--- config.mk ---
export PLATFORM = sky130hd
export DESIGN_NAME = apb_arb_master
export DESIGN_NICKNAME = d
export VERILOG_FILES = /design/src/rtl/apb_pkg.sv /design/src/rtl/rr_arbiter.sv /design/src/rtl/apb_arb_master.sv
export SDC_FILE = /design/constraint.sdc
export NUM_CORES = 1
export LEC_CHECK = 0
export CAP_MARGIN = 40
export CORE_ASPECT_RATIO = 2
export CORE_MARGIN = 2
export CORE_UTILIZATION = 35
export DETAILED_ROUTE_END_ITERATION = 6
export GPL_TIMING_DRIVEN = 1
export PLACE_DENSITY = 0.78
export SLEW_MARGIN = 40
export SYNTH_ARGS = -nofsm -noshare
export SYNTH_HDL_FRONTEND = slang
export SYNTH_SLANG_ARGS = --single-unit
--- constraint.sdc ---
create_clock -name clk -period 3.4 [get_ports clk]
set_clock_uncertainty 0.1 [all_clocks]
set_input_delay 1.02 -clock clk [delete_from_list [all_inputs] [get_ports clk]]
set_output_delay 1.02 -clock clk [all_outputs]
set_load 0.01 [all_outputs]
--- src/rtl/apb_pkg.sv ---
// Shared types and default sizing for the APB arbitrating master.
package apb_pkg;

  typedef enum logic [1:0] {
    IDLE   = 2'd0,
    SETUP  = 2'd1,
    ACCESS = 2'd2
  } apb_state_e;

  localparam int DEF_NUM_REQ = 4;
  localparam int DEF_ADDR_W  = 16;
  localparam int DEF_DATA_W  = 32;
  localparam int DEF_TIMEOUT = 16;

  // One requester's transfer descriptor at the default widths.
  typedef struct packed {
    logic                  write;
    logic [DEF_ADDR_W-1:0] addr;
    logic [DEF_DATA_W-1:0] wdata;
  } apb_req_t;

endpackage

--- src/rtl/rr_arbiter.sv ---
// Round-robin arbiter: the search starts one past the last winner and wraps.
// The pointer only moves when the caller confirms a grant via update.
module rr_arbiter #(
  parameter  int NUM_REQ = 4,
  localparam int IDX_W   = $clog2(NUM_REQ)
) (
  input  logic               clk,
  input  logic               rst,
  input  logic [NUM_REQ-1:0] req,
  input  logic               update,
  output logic [NUM_REQ-1:0] grant,
  output logic [IDX_W-1:0]   grant_idx,
  output logic               any
);

  logic [IDX_W-1:0] ptr;
  logic [IDX_W:0]   cand;

  // Pick the first requester after ptr, wrapping at NUM_REQ.
  always_comb begin
    // NOTE: every output of this block gets a default first, so no path leaves a latch behind.
    grant     = '0;
    grant_idx = '0;
    any       = 1'b0;
    cand      = '0;
    for (int k = 1; k <= NUM_REQ; k++) begin
      cand = {1'b0, ptr} + (IDX_W+1)'(k);
      if (cand >= (IDX_W+1)'(NUM_REQ)) cand = cand - (IDX_W+1)'(NUM_REQ);
      if (!any && req[cand[IDX_W-1:0]]) begin
        any                        = 1'b1;
        grant[cand[IDX_W-1:0]]     = 1'b1;
        grant_idx                  = cand[IDX_W-1:0];
      end
    end
  end

  // Remember the last winner; reset value makes requester 0 the first choice.
  always_ff @(posedge clk or posedge rst) begin
    // NOTE: sequential state uses non-blocking assignments so all flops update from pre-edge values.
    if (rst)                ptr <= IDX_W'(NUM_REQ - 1);
    else if (update && any) ptr <= grant_idx;
  end

endmodule

--- src/rtl/apb_arb_master.sv ---
// APB master shared by NUM_REQ requesters: round-robin grant in IDLE, then a
// SETUP/ACCESS sequence, then a one-cycle tagged response.
module apb_arb_master
  import apb_pkg::*;
#(
  parameter  int NUM_REQ = DEF_NUM_REQ,
  parameter  int ADDR_W  = DEF_ADDR_W,
  parameter  int DATA_W  = DEF_DATA_W,
  parameter  int TIMEOUT = DEF_TIMEOUT,
  localparam int IDX_W   = $clog2(NUM_REQ)
) (
  input  logic                      clk,
  input  logic                      Rst,
  input  logic [NUM_REQ-1:0]        req_valid,
  output logic [NUM_REQ-1:0]        req_ready,
  input  logic [NUM_REQ-1:0]        req_write,
  input  logic [NUM_REQ*ADDR_W-1:0] req_addr,
  input  logic [NUM_REQ*DATA_W-1:0] req_wdata,
  output logic                      rsp_valid,
  output logic [IDX_W-1:0]          rsp_id,
  output logic [DATA_W-1:0]         rsp_rdata,
  output logic                      rsp_err,
  output logic [ADDR_W-1:0]         PAddr,
  output logic [DATA_W-1:0]         PWData,
  output logic                      PWrite,
  output logic                      PSel,
  output logic                      PEnable,
  input  logic [DATA_W-1:0]         PRData,
  input  logic                      PReady,
  input  logic                      PSlvErr
);

  localparam int TO_W = (TIMEOUT > 0) ? $clog2(TIMEOUT + 1) : 1;

  typedef struct packed {
    logic              write;
    logic [ADDR_W-1:0] addr;
    logic [DATA_W-1:0] wdata;
  } req_t;

  apb_state_e       state;
  req_t             cur;
  req_t             sel_req;
  logic [IDX_W-1:0] cur_id;
  logic [TO_W-1:0]  to_cnt;
  logic             timeout_hit;

  logic [NUM_REQ-1:0] grant;
  logic [IDX_W-1:0]   grant_idx;
  logic               grant_any;
  logic               accept;

  rr_arbiter #(.NUM_REQ(NUM_REQ)) u_arb (
    .clk       (clk),
    .rst       (Rst),
    .req       (req_valid),
    .update    (accept),
    .grant     (grant),
    .grant_idx (grant_idx),
    .any       (grant_any)
  );

  // Accept strobe exists only in IDLE and is forced low while reset is held.
  assign accept    = (state == IDLE) && grant_any && !Rst;
  assign req_ready = accept ? grant : '0;

  // Abort when the TIMEOUT-th ACCESS cycle still sees no PReady.
  assign timeout_hit = (TIMEOUT > 0) && (to_cnt == TO_W'(TIMEOUT - 1));

  // Steer the granted requester's payload into the request latch.
  always_comb begin
    sel_req = '0;
    for (int i = 0; i < NUM_REQ; i++) begin
      if (grant_idx == IDX_W'(i)) begin
        sel_req.write = req_write[i];
        sel_req.addr  = req_addr[i*ADDR_W +: ADDR_W];
        sel_req.wdata = req_wdata[i*DATA_W +: DATA_W];
      end
    end
  end

  assign PAddr  = cur.addr;
  assign PWData = cur.wdata;
  assign PWrite = cur.write;

  // Transfer FSM with registered APB controls and response.
  always_ff @(posedge clk or posedge Rst) begin
    // NOTE: the async reset clears every output flop, so PSel/PEnable fall without waiting for a clock.
    if (Rst) begin
      state     <= IDLE;
      cur       <= '0;
      cur_id    <= '0;
      to_cnt    <= '0;
      PSel      <= 1'b0;
      PEnable   <= 1'b0;
      rsp_valid <= 1'b0;
      rsp_id    <= '0;
      rsp_rdata <= '0;
      rsp_err   <= '0;
    end else begin
      rsp_valid <= 1'b0;
      case (state)
        IDLE: begin
          if (accept) begin
            cur    <= sel_req;
            cur_id <= grant_idx;
            PSel   <= 1'b1;
            state  <= SETUP;
          end
        end
        SETUP: begin
          PEnable <= 1'b1;
          to_cnt  <= '0;
          state   <= ACCESS;
        end
        ACCESS: begin
          if (!PReady) to_cnt <= to_cnt + 1'b1;
          if (PReady || timeout_hit) begin
            PSel      <= 1'b0;
            PEnable   <= 1'b0;
            rsp_valid <= 1'b1;
            rsp_id    <= cur_id;
            // PReady takes precedence over a coincident timeout.
            rsp_err   <= PReady ? PSlvErr : 1'b1;
            rsp_rdata <= (PReady && !cur.write) ? PRData : '0;
            state     <= IDLE;
          end
        end
        default: state <= IDLE;
      endcase
    end
  end

endmodule

## Word-level counts from Yosys, hierarchy flattened

Cells that the tools add are included.

- Register bits: 98
- Output and inout bits: 91
- Logic and storage cells: 123

- Add/sub/neg operators: 9
- $lt $le $gt $ge: 12
- Equal/unequal tests: 9
- Muxes and demuxes: 50
- Bitwise gates (word level): 3
- Reductions and logical operators: 27

Operators by type and width:

| cell | count |
|---|---|
| 49-bit 2-to-1 mux | 4 |
| 32-bit 2-to-1 mux | 1 |
| 2-bit 2-to-1 mux | 10 |
| 4-bit 2-to-1 mux | 5 |
| 1-bit 2-to-1 mux | 17 |
| 3-bit greater-or-equal comparator, second input constant | 4 |
| 2-bit by 3-bit < comparator with 1-bit output, second input constant | 4 |
| 4-bit bitwise OR | 3 |
| 1-bit logical AND | 11 |
| 5-bit one-hot mux with 2 select lines | 1 |
| 2-bit AND reduction | 5 |
| 1-bit binary-select mux with 2-bit select | 4 |
| 1-bit demux with 2-bit select | 4 |
| 2-bit by 1-bit greater-or-equal comparator with 1-bit output, second input constant | 4 |
| 2-bit by 1-bit subtractor with 2-bit output, second input constant | 4 |
| 2-bit by 2-bit adder with 3-bit output, second input constant | 2 |
| 2-bit equality test, second input constant | 3 |
| 2-bit != test, second input constant | 3 |
| 2-bit one-hot mux with 3 select lines | 1 |
| 5-bit by 1-bit adder with 5-bit output, second input constant | 1 |
| 5-bit by 4-bit equality test with 1-bit output, second input constant | 1 |
| 1-bit zero test | 5 |
| 5-bit 2-to-1 mux | 1 |
| 2-bit by 1-bit equality test with 1-bit output, second input constant | 2 |
| 7 further kinds | 10 |

## Longest topological paths before layout

- Depth after elaboration: 20
- Mapped depth: 11
- Mapped depth without buffers: 8

## By module

From an unflattened synthesis, not the netlist that was laid out.

- Cell total of the unflattened synthesis: 463
- Area total of the unflattened synthesis: 5936.9 um^2

By module, submodules not included:

| module | instances | cells an instance | area an instance (um^2) | sequential area each (um^2) |
|---|---|---|---|---|
| apb_arb_master | 1 | 384 | 5282.6 | 2402.3 |
| rr_arbiter | 1 | 79 | 654.4 | 52.6 |

## Least setup slack after synthesis

OpenSTA, ideal clock, no wires.

- Path type: input-to-output
- From: in req_valid[2]
- To: out req_ready[0]
- Arrival: 2.578 ns
- Data required time: 2.280 ns
- Setup slack: -0.298 ns
- Cell stages on the path: 5
- Buffers on the path: 3
- Cell sequence: buf_2 > o41ai_2 > clkbuf_1 > buf_1 > a21oi_1

- Word-level cells in the longest chain between the ends: 15
- Elaborated cells on any way between the ends: 28
- Classes of those cells: 17 x mux; 3 x bitwise; 8 x reduce/logical

RTL lines:

| element | RTL line | source |
|---|---|---|
| from (decl) | apb_arb_master.sv:14 | `input logic [NUM_REQ-1:0] req_valid,` |
| 1-bit binary-select mux with 2-bit select | rr_arbiter.sv:29 | `if (!any && req[cand[IDX_W-1:0]]) begin` |
| 1-bit 2-to-1 mux (implied by the code) | rr_arbiter.sv:29 |  |
| 1-bit 2-to-1 mux | rr_arbiter.sv:29 |  |
| 1-bit zero test | rr_arbiter.sv:29 |  |
| 1-bit logical AND | rr_arbiter.sv:29 |  |
| 1-bit 2-to-1 mux | rr_arbiter.sv:29 |  |
| 1-bit zero test | rr_arbiter.sv:29 |  |
| 1-bit logical AND | rr_arbiter.sv:29 |  |
| 1-bit 2-to-1 mux | rr_arbiter.sv:29 |  |
| 1-bit zero test | rr_arbiter.sv:29 |  |
| 1-bit logical AND | rr_arbiter.sv:29 |  |
| 1-bit 2-to-1 mux | rr_arbiter.sv:29 |  |
| 1-bit logical AND (2 in a row) | apb_arb_master.sv:64 | `assign accept = (state == IDLE) && grant_any && !Rst;` |
| 4-bit 2-to-1 mux (*) | apb_arb_master.sv:65 | `assign req_ready = accept ? grant : '0;` |
| to (decl) | apb_arb_master.sv:15 | `output logic [NUM_REQ-1:0] req_ready,` |

Mark *: on every way between the ends. The rest lies on a longest branch, timed or not. The select of a mux whose other input is x is not followed.

## Worst setup path after layout

- From: in req_valid[0]
- To: out req_ready[2]

Same word-level chain as after synthesis.

==> results.md <==
* P per Cell Area at 918.1 nW/um2
* Initial antenna violation count at 2
* Routed WL at 22.36 mm
* Synth Area in Adders at 0.02194
* Area of the core at 16100 um2
* Share of the yosys chip area belonging to registers at 0.4305
* Die area at 17390 um2
* CP required at 2.28 ns
* Number of global-route vias before repair at 6480
* Max VDD drop at 512.0 uV
* TritonCTS sink count at 98
* Drc violations at 0
* CP max FO at 5
* RSZ-0062 raised after global routing: yes
* Initial DRC count at 201
* First-pass GRT wire length at 34.29 mm
* Filler Cells Inserted at 1373
* ANT nets after route at 0
* Startpoint Class: input port
* Syn. warnings at 0
* Mux share of post-synthesis cell area at 0.1027
* Clock Tree Root: clkbuf_16
* Register area at 2455 um2
* Net count, final at 1200
* Vias at 6301
* Routed len/inst at 19.21 um
* Most common cell in the netlist: dfrtp_1
* CTS Buffer Depth at 2
* Die height at 184.5 um
* CTS tree: yes
* Fmax achieved at 285.9 MHz
* Top cells by count, synth: 96 x dfrtp_1, 94 x nand2_1, 59 x nand3_1
* Power Total at 9.158 mW
* Post-synth EDFFs at 0
* First-pass detailed-route iteration total at 4
* Mapped cell area at 5702 um2
* Total negative slack at -0.3054 ns
* Synth Instances at 611
* Post-synthesis simple-gate area fraction at 0.1830
* Maxcap violations at 0
* Status: complete, but fails checks
* Post-DR vias/cell at 5.413
* Num CTS Buffers at 9
* Area growth syn-to-layout at 74.96%
* Netlist cell types at 55
* WS Path Type: in -> out
* CP endpoint kind: output pin
* Layout cells sized above 1 at 0.1324
* Slew HR at 0.5262
* Avg Synthesized Cell Area at 9.332 um2
* Htree depth at 3
* Main flop type after synthesis: dfrtp_1
* Synth Area in Compound Gates at 0.2056
* Seq cells post-synth at 98
* Fraction of registers with async set/reset at 1.000
* Pin count of the biggest net entering global routing at 67
* IO buf count at 326
* Final Cycle Share at 1.029
* Area of the multi-input gates at 3030 um2
* IO Pins at 327
* Arrival time at the worst endpoint at 2.38 ns
* Row count at 66
* Placed cell count at 1141
* Final worst setup slack at -0.09781 ns
* Post-Synth XOR/XNOR Area at 0
* Leakage at 4.216 nW
* Least-Margin Pin Slew at 0.7093 ns
* Slew Viols, Final at 0
* Starting density of the core at 0.3541
* Final min period at 3.498 ns
* Clock Latency Late Sink at 0.35 ns
* Final setup violation count at 4
* Tightest Hold Check Type: reg -> reg
* R2r setup slk at 0.22 ns
* GR Overflow Total at 0
* Synth area leaders: dfrtp_1 42%, mux2i_1 8.4%, nand2_1 6.2%
* Chip width at 94.25 um
* Synth top area share at 0.4213
* GRT Util Overall at 0.2544
* Biggest area consumer among synthesized cells: dfrtp_1
* Dpl cell area at 9592 um2
* Final hold slack at 0.3655 ns
* Clock Pin Slew Worst Setup and Hold Paths at 0.07 ns
* Main combinational cell family by area after synthesis: compound AO/OA/AOI/OAI gates
* Failing checks: negative setup slack
* Setup WS pre-CTS at -1.014 ns
* Finished Cell Area at 9976 um2
* Placer Congestion at 0.8775
* Final Hold Vio Count at 0
* Fin util at 0.6195
* Post-Layout Cell Count at 1164
* Post-synth net total at 857
* Final HPWL DP at 17.23 mm
==> worst max-delay path, cell delays in order <==
cell and delay [ns]:
buf_8 0.10, mux4_2 0.48, nor2b_4 0.16, a222oi_1 0.37, a21oi_2 0.09, buf_2 0.15
==> registers in the layout, summed over array words and instances (netlist names) <==
name and count:
PWData 32, rsp_rdata 32, PAddr 16, to_cnt 5
cur_id 2, rsp_id 2, state 2, u_arb.ptr 2
PEnable 1, PSel 1, PWrite 1, rsp_err 1
rsp_valid 1
==> area by class of cell <==
class,count,area share
antenna,1,0.0002508
clock buffer,10,0.02396
clock inverter,6,0.004892
tap,204,0.02559
timing repair buffer,388,0.3921
inverter,8,0.003386
sequential,98,0.2461
multi-input combinational,449,0.3038
==> cells in the final DEF, fill, tap and decap left out, types with 9 or more instances in the layout <==
cell,synthesis,final
clkdlybuf4s50_1,0,318
ha_1,10,9
clkbuf_16,0,9
o41ai_1,26,26
a221oi_2,10,10
nand2b_1,32,31
o221ai_1,9,9
nand3_1,59,59
nand2_1,94,93
o21ai_0,32,32
a31oi_1,26,26
buf_12,1,14
mux2i_1,48,48
buf_4,4,46
dfrtp_1,96,96
nor2_1,21,19
a21oi_1,35,31
==> path summary, 6_finish.rpt <==
path,start,endpoint,cells past startpoint
max reg2reg,u_arb.ptr[0],PWData[5],11
min in group asynchronous,Rst,to_cnt[3],2
max,req_valid[0],req_ready[2],6
max in group asynchronous,Rst,u_arb.ptr[1],3
min reg2reg,rsp_rdata[4],rsp_rdata[4],2
min,rsp_rdata[4],rsp_rdata[4],2
==> power by group <==
part	total [mW]	leakage [nW]	switching [mW]	internal (mW)
clock	1.01	0.137	0.485	0.525
combinational	6.09	2.89	3.01	3.08
sequential	2.06	1.19	0.318	1.74
total	9.16	4.22	3.81	5.35
==> layer usage <==
layer	routed length, um	GRT usage	part of all wire	up-vias
li1	-	-	-	2939
met1	8261	0.2804	0.37	3007
met2	11060	0.4440	0.49	320
met3	2422	0.09812	0.11	35
met4	614	0.08116	0.027	0
met5	0	0	0	-
==> cells by family after synthesis <==
group	count (synthesis)
multiplexers	54
flip-flops	98
AO/OA/AOI/OAI	161
AND/OR/NAND/NOR	224
buffers and inverters	64
adder cells (fa/ha/maj)	10
==> repair_timing <==
action                                 4_1_cts  5_1_grt
hold buffers                                 0        0
gates resized for setup                     50        4
setup endpoints to repair                   30        5
buffers inserted                             5        1
pin swaps                                    7        4
endpoints found under the hold margin        0        0
Note: power is estimated with default switching activity, not from simulation.
